**src/rtl/knn_top2_stream.sv**
```systemverilog
// Streaming two-nearest-neighbour finder: one query per frame, up to MAX_CAND candidates.
// Build option: define DIST_L2_EN for squared-Euclidean distance instead of L1.
module knn_top2_stream #(
  parameter int ELEM_W   = 8,
  parameter int NUM_ELEM = 8,
  parameter int MAX_CAND = 16,
  localparam int VEC_W   = ELEM_W * NUM_ELEM,
  localparam int IDX_W   = $clog2(MAX_CAND),
`ifdef DIST_L2_EN
  parameter int DIST_W   = 2 * ELEM_W + $clog2(NUM_ELEM)
`else
  parameter int DIST_W   = ELEM_W + $clog2(NUM_ELEM)
`endif
) (
  input  logic              clk,
  input  logic              rst_n,
  input  logic              in_valid,
  output logic              in_ready,
  input  logic              in_first,
  input  logic              in_last,
  input  logic [VEC_W-1:0]  query,
  input  logic [VEC_W-1:0]  cand,
  output logic              out_valid,
  input  logic              out_ready,
  output logic [IDX_W-1:0]  addr_1st,
  output logic [IDX_W-1:0]  addr_2nd,
  output logic [DIST_W-1:0] dist_1st,
  output logic [DIST_W-1:0] dist_2nd,
  output logic              err,
  output logic [1:0]        dbg_state
);

`ifdef DIST_L2_EN
  localparam int TERM_W = 2 * ELEM_W;
`else
  localparam int TERM_W = ELEM_W;
`endif

  // Handshake: a transfer happens on a rising edge where valid && ready; a
  // producer holds its payload stable while valid && !ready.

  typedef enum logic [1:0] {
    ST_IDLE  = 2'd0,
    ST_RUN   = 2'd1,
    ST_DRAIN = 2'd2
  } state_t;

  state_t            state, state_n;
  logic [IDX_W-1:0]  cnt;
  logic [VEC_W-1:0]  query_r;
  logic              take, beat_first, beat_last, forced, err_set;
  logic [IDX_W-1:0]  beat_idx;
  logic [VEC_W-1:0]  q_use;

  assign dbg_state = state;

  always_ff @(posedge clk or negedge rst_n) begin
    if (!rst_n) state <= ST_IDLE;
    else        state <= state_n;
  end

  always_comb begin
    state_n    = state;
    in_ready   = (state != ST_DRAIN);
    take       = 1'b0;
    beat_first = 1'b0;
    beat_last  = 1'b0;
    beat_idx   = cnt;
    forced     = 1'b0;
    err_set    = 1'b0;
    case (state)
      ST_IDLE: begin
        if (in_valid) begin
          if (in_first) begin
            take       = 1'b1;
            beat_first = 1'b1;
            beat_idx   = '0;
            beat_last  = in_last;
            state_n    = in_last ? ST_DRAIN : ST_RUN;
          end else begin
            err_set = 1'b1;
          end
        end
      end
      ST_RUN: begin
        if (in_valid) begin
          take       = 1'b1;
          beat_first = in_first;
          beat_idx   = in_first ? '0 : cnt;
          forced     = (beat_idx == IDX_W'(MAX_CAND - 1));
          beat_last  = in_last || forced;
          err_set    = in_first || (forced && !in_last);
          if (beat_last) state_n = ST_DRAIN;
        end
      end
      ST_DRAIN: begin
        if (out_valid && out_ready) state_n = ST_IDLE;
      end
      default: state_n = ST_IDLE;
    endcase
  end

  always_ff @(posedge clk or negedge rst_n) begin
    if (!rst_n) begin
      cnt     <= '0;
      query_r <= '0;
      err     <= 1'b0;
    end else begin
      if (take) begin
        cnt <= beat_idx + IDX_W'(1);
        if (beat_first) query_r <= query;
      end
      if (err_set) err <= 1'b1;
    end
  end

  // The first beat carries its own query, so it bypasses the latch.
  assign q_use = beat_first ? query : query_r;

  logic [ELEM_W-1:0] ad     [NUM_ELEM];
  logic [TERM_W-1:0] term_n [NUM_ELEM];
  logic [TERM_W-1:0] s1_term[NUM_ELEM];
  logic              s1_valid, s1_first, s1_last;
  logic [IDX_W-1:0]  s1_idx;

  always_comb begin
    for (int e = 0; e < NUM_ELEM; e++) begin
      if (q_use[e*ELEM_W +: ELEM_W] >= cand[e*ELEM_W +: ELEM_W])
        ad[e] = q_use[e*ELEM_W +: ELEM_W] - cand[e*ELEM_W +: ELEM_W];
      else
        ad[e] = cand[e*ELEM_W +: ELEM_W] - q_use[e*ELEM_W +: ELEM_W];
`ifdef DIST_L2_EN
      term_n[e] = TERM_W'(ad[e]) * TERM_W'(ad[e]);
`else
      term_n[e] = ad[e];
`endif
    end
  end

  always_ff @(posedge clk or negedge rst_n) begin
    if (!rst_n) begin
      s1_valid <= 1'b0;
      s1_first <= 1'b0;
      s1_last  <= 1'b0;
      s1_idx   <= '0;
      for (int e = 0; e < NUM_ELEM; e++) s1_term[e] <= '0;
    end else begin
      s1_valid <= take;
      s1_first <= beat_first;
      s1_last  <= beat_last;
      s1_idx   <= beat_idx;
      if (take) begin
        for (int e = 0; e < NUM_ELEM; e++) s1_term[e] <= term_n[e];
      end
    end
  end

  logic [DIST_W-1:0] sum_n;
  logic [DIST_W-1:0] s2_dist;
  logic              s2_valid, s2_first, s2_last;
  logic [IDX_W-1:0]  s2_idx;

  always_comb begin
    sum_n = '0;
    for (int e = 0; e < NUM_ELEM; e++) sum_n = sum_n + DIST_W'(s1_term[e]);
  end

  always_ff @(posedge clk or negedge rst_n) begin
    if (!rst_n) begin
      s2_valid <= 1'b0;
      s2_first <= 1'b0;
      s2_last  <= 1'b0;
      s2_idx   <= '0;
      s2_dist  <= '0;
    end else begin
      s2_valid <= s1_valid;
      s2_first <= s1_first;
      s2_last  <= s1_last;
      s2_idx   <= s1_idx;
      if (s1_valid) s2_dist <= sum_n;
    end
  end

  logic [DIST_W-1:0] best1_d, best2_d, base1_d, base2_d, new1_d, new2_d;
  logic [IDX_W-1:0]  best1_i, best2_i, base1_i, base2_i, new1_i, new2_i;

  // Strict less-than keeps the earlier (lower) index ahead on equal distances.
  always_comb begin
    base1_d = s2_first ? '1 : best1_d;
    base1_i = s2_first ? '0 : best1_i;
    base2_d = s2_first ? '1 : best2_d;
    base2_i = s2_first ? '0 : best2_i;
    new1_d  = base1_d;
    new1_i  = base1_i;
    new2_d  = base2_d;
    new2_i  = base2_i;
    if (s2_dist < base1_d) begin
      new2_d = base1_d;
      new2_i = base1_i;
      new1_d = s2_dist;
      new1_i = s2_idx;
    end else if (s2_dist < base2_d) begin
      new2_d = s2_dist;
      new2_i = s2_idx;
    end
  end

  always_ff @(posedge clk or negedge rst_n) begin
    if (!rst_n) begin
      best1_d <= '1;
      best1_i <= '0;
      best2_d <= '1;
      best2_i <= '0;
    end else if (s2_valid) begin
      best1_d <= new1_d;
      best1_i <= new1_i;
      best2_d <= new2_d;
      best2_i <= new2_i;
    end
  end

  always_ff @(posedge clk or negedge rst_n) begin
    if (!rst_n) begin
      out_valid <= 1'b0;
      addr_1st  <= '0;
      addr_2nd  <= '0;
      dist_1st  <= '0;
      dist_2nd  <= '0;
    end else if (s2_valid && s2_last) begin
      out_valid <= 1'b1;
      addr_1st  <= new1_i;
      addr_2nd  <= new2_i;
      dist_1st  <= new1_d;
      dist_2nd  <= new2_d;
    end else if (out_valid && out_ready) begin
      out_valid <= 1'b0;
    end
  end

endmodule

```
**config.mk**
```make
export PLATFORM = sky130hd
export DESIGN_NAME = knn_top2_stream
export DESIGN_NICKNAME = d
export VERILOG_FILES = /design/src/rtl/knn_top2_stream.sv
export SDC_FILE = /design/constraint.sdc
export NUM_CORES = 1
export LEC_CHECK = 0
export BUFFER_PORTS_ARGS = -buffer_cell sky130_fd_sc_hd__buf_2
export CORE_UTILIZATION = 66
export CTS_CLUSTER_DIAMETER = 150
export DETAILED_ROUTE_END_ITERATION = 12
export GPL_TIMING_DRIVEN = 0
export PLACE_DENSITY = 0.9
export SETUP_SLACK_MARGIN = 0.05
export SLEW_MARGIN = 15
export SYNTH_ARGS = -nofsm -noshare
export SYNTH_HDL_FRONTEND = slang
export SYNTH_SLANG_ARGS = --single-unit
```
**constraint.sdc**
```tcl
create_clock -name clk -period 9.5 [get_ports clk]
set_input_delay 0.95 -clock clk [delete_from_list [all_inputs] [get_ports clk]]
set_output_delay 0.95 -clock clk [all_outputs]
set_load 0.01 [all_outputs]
```
== Yosys cells after proc, flatten, opt, wreduce, memory -nomap -nowiden ==
Index checks and enable logic that the tools add are counted.

* Flip-flop bits (word level): 221
* Input bits: 134
* Output and inout port bits: 35
* Word-level logic and storage cells: 128

* Add/subtract/negate cells: 24
* $lt $le $gt $ge: 10
* Equal/unequal tests: 9
* Multiplexer cells: 45
* Reduce and logical (&&, ||, !) cells: 10

{| class="wikitable"
|+ Operators by type and width
! operator !! number
|-
| subtractor 8 bit || 16
|-
| greater-or-equal comparator 8 bit || 8
|-
| two-way mux 64 bit || 1
|-
| two-way mux 8 bit || 8
|-
| two-way mux 11 bit || 5
|-
| adder 11 x 8 -> 11 bit || 4
|-
| two-way mux 4 bit || 8
|-
| less-than comparator 11 bit || 2
|-
| two-way mux 1 bit || 12
|-
| two-way mux 2 bit || 6
|-
| inequality test 2 bit, second input constant || 6
|-
| adder 10 x 8 -> 11 bit || 1
|-
| adder 9 x 8 -> 10 bit || 1
|-
| adder 8 x 8 -> 9 bit || 1
|-
| one-hot mux 1 bit (2 select lines) || 4
|-
| one-hot mux 2 bit (3 select lines) || 1
|-
| AND reduction 5 bit || 1
|-
| adder 4 x 1 -> 4 bit, second input constant || 1
|-
| == test 4 bit, second input constant || 1
|-
| logical AND 1 bit || 3
|-
| == test 2 x 1 -> 1 bit, second input constant || 1
|-
| == test 2 bit, second input constant || 1
|-
| zero test 2 bit || 1
|-
| logical OR 1 bit || 2
|-
| 3 further kinds || 3
|}

== Depth between registers and ports, before layout ==
Gate-level depths: netlist (run 1).

* Depth after elaboration: 7
* Depth in mapped cells: 16
* Mapped depth without buffers: 16

== Least setup slack after synthesis (run 1) ==
OpenSTA, ideal clock, no wires.

* Path kind: input -> register
* Start point: input in_valid
* End point: register s1_term[14] (netlist name)
* Setup time: 92 ps
* Arrival: 4159 ps
* Required time: 9408 ps
* Setup slack: 5249 ps
* Cell stages on the path: 14
* Cell sequence: nor2b_1 clkbuf_1 nand2_1 clkbuf_1 clkbuf_1 mux2_2 ha_1 buf_2 a21o_1 a21o_1 a221oi_4 o211ai_1 and3_1 o31ai_2

* Longest elaborated chain between the ends: 5
* Elaborated cells between the ends (all ways): 10
* Classes of those cells: add/sub: 2; order compare: 1; mux: 7

{| class="wikitable"
|+ Ends and longest elaborated chain
! element !! RTL line !! RTL
|-
| from (decl) || 17 || <nowiki>input logic in_valid,</nowiki>
|-
| two-way mux 1 bit (on tied branches) || 86, 73 ||
|-
| one-hot mux 1 bit (2 select lines) (*) || 71 || <nowiki>case (state)</nowiki>
|-
| two-way mux 64 bit (*) || - ||
|-
| net q_use[53] || 53 || <nowiki>logic [VEC_W-1:0] q_use;</nowiki>
|-
| subtractor 8 bit, or another cell as far along || 131 || <nowiki>ad[e] = cand[e*ELEM_W +: ELEM_W] - q_use[e*ELEM_W +: ELEM_W];</nowiki>
|-
| two-way mux 8 bit (*) || 128 || <nowiki>if (q_use[e*ELEM_W +: ELEM_W] >= cand[e*ELEM_W +: ELEM_W])</nowiki>
|-
| to (decl) || 122 || <nowiki>logic [TERM_W-1:0] s1_term[NUM_ELEM];</nowiki>
|}

Mark *: on every way through the listed nets, which the timed path passes. The rest lies on a longest branch.
A chain may end at the register's enable or synchronous reset.

== Worst setup path after layout (run 1) ==
* Start point: input in_valid
* End point: register s1_term[15] (netlist name)

Same word-level chain as after synthesis.

==> reports/metrics.cfg, run 1 <==
[drt]
met1Wirelength_um = 16900
top_layer = met4
dr_total_vias = 13800
dr.pass1.iters = 6
wl_met3_um = 2820
dr_wl_met2_um = 20900
drt-total-wl_um = 42700
drc = 0
first_iter_violations = 977
via_per_inst = 5.98
wl_per_cell_um = 18.5
drtAntennaViolNets = 0

[place]
port_buffers = 168
place_congestion = 0.921
hpwl_um = 31900

[synthesis]
yosysWarnings = 0
synth_top_area_cell = dfrtp_1
syn_avg_cell_area_um2 = 9.61
synth-seq-area-share = 0.328
ys_types = 57
syn-cell-area_um2 = 16900
async_reset_ff_frac = 1.00
syn-instance-count = 1761
synth_top_area_share = 0.294
synth_edf_count = 0
synth_area_leaders = dfrtp_1, ha_1, mux2_2, fa_1, inv_1
ys.flop_type = dfrtp_1
ys_seq_elements = 221
syn_nets = 2110

[timing]
rsz0062_at_grt = false
hold_viol = 0
hold_slack_ps = 328
worst_pin_slew_ps = 1130
fmax_ghz = 0.188
period_needed_ps = 5310
slew_violations = 0
max_slew_margin = 0.244
setup_viol = 0
fin_setup_tns_ps = 0
fin_crit_sh = 0.559
fin_worst_skew_ps = 13.1

[floorplanning]
fp.dieArea_um2 = 26300
core_area_um2 = 25200
die_w_um = 162
initial_utilization = 0.672
io_pins = 169
dieHeight_um = 162
rows = 58

[layout]
area_growth_pct = 13.1
nFillCells = 1645
antenna_cells = 0
layout-drive-gt1-share = 0.215
final_cell_mix = inv_1, dfrtp_1, buf_2
nets = 2307
mostFrequentLayoutCell = inv_1

[worst_setup_path]
end_kind = register
path_max_fanout = 10
crit_type = primary input to register
crit_arrival_ps = 5690
crit_required_ps = 9880
start_kind = primary input

[clock_tree]
clkLatencyLatePin_ps = 550
ctsRootBufferMaster = clkbuf_16
cts.sinks = 221
clock_path_buffers = 3
cts_tree = done
cts-hold-fix-buffers = 0
htreeDepth = 1
cts_inserted_buffers = 25
cts_setup_buffers = 0
cts_resized = 0
clk_pin_slew_ps = 60

[global_route]
antenna_found_initial = 0
grt_max_degree = 99
grt_pass1_vias = 14100
grt_util_all_layers = 0.331
grt_overflow = 0
grt_pass1_wl_um = 69500

[flow_run]
cap_violations = 0

[min_path]
hold_path.class = primary input to asynchronous set/reset pin

[status]
outcome = completed

[state kept, by name, summed over array words and instances (netlist names), 2 cells and up]
signal	flops
cnt	4
best1_d	11
best2_i	4
best2_d	11
addr_2nd	4
query_r	64
s1_term	64
dist_1st	11
s2_idx	4
best1_i	4
dbg_state	2
s1_idx	4
s2_dist	11
addr_1st	4
dist_2nd	11
[final cells by class]
type	instances	area, um^2	area share
inverters	269	1010	0.0527
clock inverters	15	226	0.0118
plain buffers	84	347	0.0181
flip-flops and latches	221	5560	0.290
well taps	330	413	0.0216
repair buffers	170	906	0.0473
multi-input cells	1187	10000	0.523
clock buffers	31	678	0.0354
[cells by family after synthesis]
group,after synthesis,synth area share
AOI/OAI and AO/OA,367,0.145
and+or+nand+nor,355,0.104
buffers and inverters,353,0.0801
DFF,221,0.328
adders and majority gates,215,0.187
muxes,205,0.133
xor gates and xnor gates,45,0.0233
[per-layer routing]
layer / vias to the layer above / global-route usage
li1: 6400 / -
met1: 6691 / 0.408
met2: 574 / 0.578
met3: 131 / 0.0439
met4: 0 / 0.154
met5: - / 0
[critical path: stages]
cell,delay (ps)
buf_2,100
nor2b_1,120
clkbuf_1,150
nand2_1,220
clkbuf_1,610
clkbuf_1,810
mux2_2,450
ha_1,300
buf_2,180
a21o_1,210
a21o_1,210
a221oi_4,570
mux2i_1,210
xnor2_1,380
o21ai_0,200
[final timing paths]
path | startpoint | to | slack [ps] | cells after the start
worst min register to register | s1_idx[3]$_DFF_PN0_ | s2_idx[3]$_DFF_PN0_ | 350 | 0
min in group clk | s1_idx[3]$_DFF_PN0_ | s2_idx[3]$_DFF_PN0_ | 350 | 0
max in group asynchronous | rst_n | s1_term[39]$_DFFE_PN0P_ | 7970 | 3
worst min-delay path | rst_n | query_r[41]$_DFFE_PN0P_ | 330 | 1
worst max-delay path | in_valid | s1_term[15]$_DFFE_PN0P_ | 4190 | 15
worst max register to register | dbg_state[1]$_DFFE_PN0P_ | s1_term[15]$_DFFE_PN0P_ | 4380 | 14
[metrics by stage]
stage	util	area (um^2)	setup slack, ps	instances
final	0.761	19200	4190	2307
after global routing	0.761	19200	4060	2307
after CTS	0.761	19200	4270	2307
after detailed placement	0.725	18300	3840	2261
after global placement	0.722	18200	3770	2259
after floorplan	-	16900	5250	1761
[synthesized netlist by cell type, drive strengths merged, types with 8 or more instances]
cell type  instances
inv              268
dfrtp            199
mux2             157
ha               152
o21ai            131
nand2            124
nor2              64
fa                63
clkbuf            59
a21oi             53
mux2i             48
a31oi             43
a21o              37
xnor2             31
buf               25
nand3b            24
nor2b             24
and3              22
dfstp             22
nor3              20
o21a              18
nand4             17
o211ai            16
o221ai            15
nor4              14
or3               14
xor2              14
a311o             11
a32oi             11
nand2b            10
o31ai             10
nand3              9
a211oi             8
Power of run 1 is left out: the tool's default activity adds up to more than one toggle a clock period on the data nets, which glitch-free logic cannot reach.
==> run 2, diff against run 1 <==
- CORE_UTILIZATION: 66 -> 61
- PLACE_DENSITY: 0.9 -> 0.84
- clock period: 9.5 -> 5.4 ns (I/O delays scaled with it)
==> run 2 against run 1 <==
  * Critical path depth shrank 1
  * Wire length shrank 3.6%
  * Die area grew 8.1%
  * Clock skew shrank 4.6 ps
  * Count of clock-buffer cells in the layout grew 2
  * Non-clock buffer count grew 1
  * Cell area grew 0.53%
  * Utilization shrank 5.0 points
==> reports/metrics.cfg, run 2 (same netlist as run 1, synthesis figures left out) <==
[flow_run]
cap_violations = 0  ; unchanged

[global_route]
grt_pass1_vias = 13800  ; was 14.1k
grt_pass1_wl_um = 67600  ; was 69,500 um
grt_max_degree = 98  ; was 99
grt_util_all_layers = 0.297  ; was 0.331
grt_overflow = 0  ; unchanged
antenna_found_initial = 0  ; unchanged

[drt]
wl_per_cell_um = 17.5  ; was 18.5 um
dr.pass1.iters = 5  ; was 6
drc = 0  ; unchanged
first_iter_violations = 1047  ; was 977
dr_total_vias = 13500  ; was 13.8k
drtAntennaViolNets = 0  ; unchanged
drt-total-wl_um = 41200  ; was 42,700 um
via_per_inst = 5.72  ; was 5.98

[layout]
nets = 2309  ; was 2,307
top_regs = query_r (64), s1_term (64)  ; unchanged
antenna_cells = 0  ; unchanged
nFillCells = 2001  ; was 1,645
layout-drive-gt1-share = 0.215  ; about the same
area_growth_pct = 13.7  ; was 13.1%
final_cell_mix = inv_1, dfrtp_1, buf_2  ; unchanged
final_cell_count_no_fill = 2352  ; was 2,307
mostFrequentLayoutCell = inv_1  ; unchanged

[floorplanning]
dieHeight_um = 169  ; was 162 um
io_pins = 169  ; unchanged
rows = 60  ; was 58
initial_utilization = 0.625  ; was 0.672
die_w_um = 169  ; was 162 um
fp.dieArea_um2 = 28400  ; was 26,300 um^2
core_area_um2 = 27100  ; was 25,200 um^2

[timing]
max_slew_margin = 0.232  ; was 0.244
fmax_ghz = 0.206
hold_viol = 0  ; unchanged
period_needed_ps = 4850
slew_violations = 0  ; unchanged
rsz0062_at_grt = false  ; unchanged
fin_worst_skew_ps = 8.42  ; was 13.1 ps
fin_setup_tns_ps = 0  ; unchanged
worst_pin_slew_ps = 1150  ; was 1130 ps
hold_slack_ps = 201  ; was 328 ps
fin_crit_sh = 0.899
setup_viol = 0  ; unchanged

[worst_setup_path]
crit_required_ps = 5810  ; was 9880 ps
end_kind = register  ; unchanged
reg2reg_to = s1_term[7]$_DFFE_PN0P_  ; was s1_term[15]$_DFFE_PN0P_
r2r_cells = 14  ; unchanged
reg2reg_from = dbg_state[1]$_DFFE_PN0P_  ; unchanged
cp-startpoint = dbg_state[1]$_DFFE_PN0P_  ; was in_valid
start_kind = register  ; was primary input
reg2reg_slack_ps = 550  ; was 4380 ps
crit_type = register to register  ; was primary input to register
crit_arrival_ps = 5260  ; was 5690 ps
path_max_fanout = 10  ; unchanged
crit_end = s1_term[7]$_DFFE_PN0P_  ; was s1_term[15]$_DFFE_PN0P_

[min_path]
hold_path.class = primary input to register  ; was primary input to asynchronous set/reset pin
hold-path-cell-count = 2

[clock_tree]
ctsRootBufferMaster = clkbuf_16  ; unchanged
cts_inserted_buffers = 26  ; was 25
cts_resized = 0  ; unchanged
htreeDepth = 1  ; unchanged
clock_path_buffers = 3  ; unchanged
cts.sinks = 221  ; unchanged
cts_tree = done  ; unchanged
clk_pin_slew_ps = 60  ; about the same
clkLatencyLatePin_ps = 540  ; was 550 ps

[place]
port_buffers = 168  ; unchanged
place_congestion = 0.916  ; was 0.921
hpwl_um = 31800  ; was 31,900 um
dpl.cell_count = 2303  ; was 2,261

[status]
outcome = completed  ; unchanged

run 2: cell count changes in the layout (fill, tap and decap cells not counted):
cell / previous run / this run
dlygate4sd3_1: 0 / 1
inv_16: 1 / 0
bufinv_16: 5 / 6
clkbuf_8: 3 / 1
clkbuf_16: 25 / 27
clkbuf_1: 62 / 64
clkinvlp_4: 3 / 4
clkinv_4: 1 / 0
run 2: worst min path at each step:
stage                        start                       to  slack [ps]
6_report                 out_ready    out_valid$_DFFE_PN0P_         200
4_1_cts                  out_ready    out_valid$_DFFE_PN0P_         190
3_3_place_gp    s1_first$_DFF_PN0_       s2_first$_DFF_PN0_         330
3_5_place_dp   s1_idx[2]$_DFF_PN0_      s2_idx[2]$_DFF_PN0_         340
2_1_floorplan                rst_n  addr_1st[0]$_DFFE_PN0P_         240
5_1_grt                  out_ready    out_valid$_DFFE_PN0P_         230
run 2: final cells by class:
cell class	count	area (um^2)	share of cell area
plain buffers	84	347	0.0180
clock buffers	33	708	0.0368
clock inverters	15	235	0.0122
inverters	269	1010	0.0524
multi-input cells	1187	10000	0.520
flip-flops and latches	221	5560	0.289
well taps	372	465	0.0242
repair buffers	171	916	0.0476
run 2: what timing repair did:
item | in CTS | in global routing
hold endpoints to repair | 55 | 0
setup endpoints to repair | 0 | 0
setup buffers | 0 | 0
hold buffers | 1 | 0
run 2: metal layers:
layer,vias up,track usage,wire [um]
met5,-,0,0
met4,0,0.101,1410
met3,97,0.0355,2170
met2,452,0.534,20500
met1,6505,0.369,17100
li1,6404,-,-
run 2: per-stage QoR:
stage / setup slack [ps] / area [um^2] / utilization
2_1_floorplan: 1340 / 16900 / -
3_3_place_gp: 27.6 / 18200 / 0.673
3_5_place_dp: 218 / 18300 / 0.675
4_1_cts: 575 / 19300 / 0.711
5_1_grt: 330 / 19300 / 0.711
6_report: 545 / 19300 / 0.711
run 2: worst max-delay path: stages, from the launching register on:
cell	delay (ps)
dfrtp_1	380
nor2b_1	60
clkbuf_1	150
nand2_1	200
clkbuf_1	650
clkbuf_1	780
mux2_2	440
ha_1	270
clkbuf_1	190
a21oi_1	270
a31oi_1	180
a211oi_4	500
mux2i_1	280
xor2_1	260
o21ai_0	110
Power of run 2 is left out for the same reason.
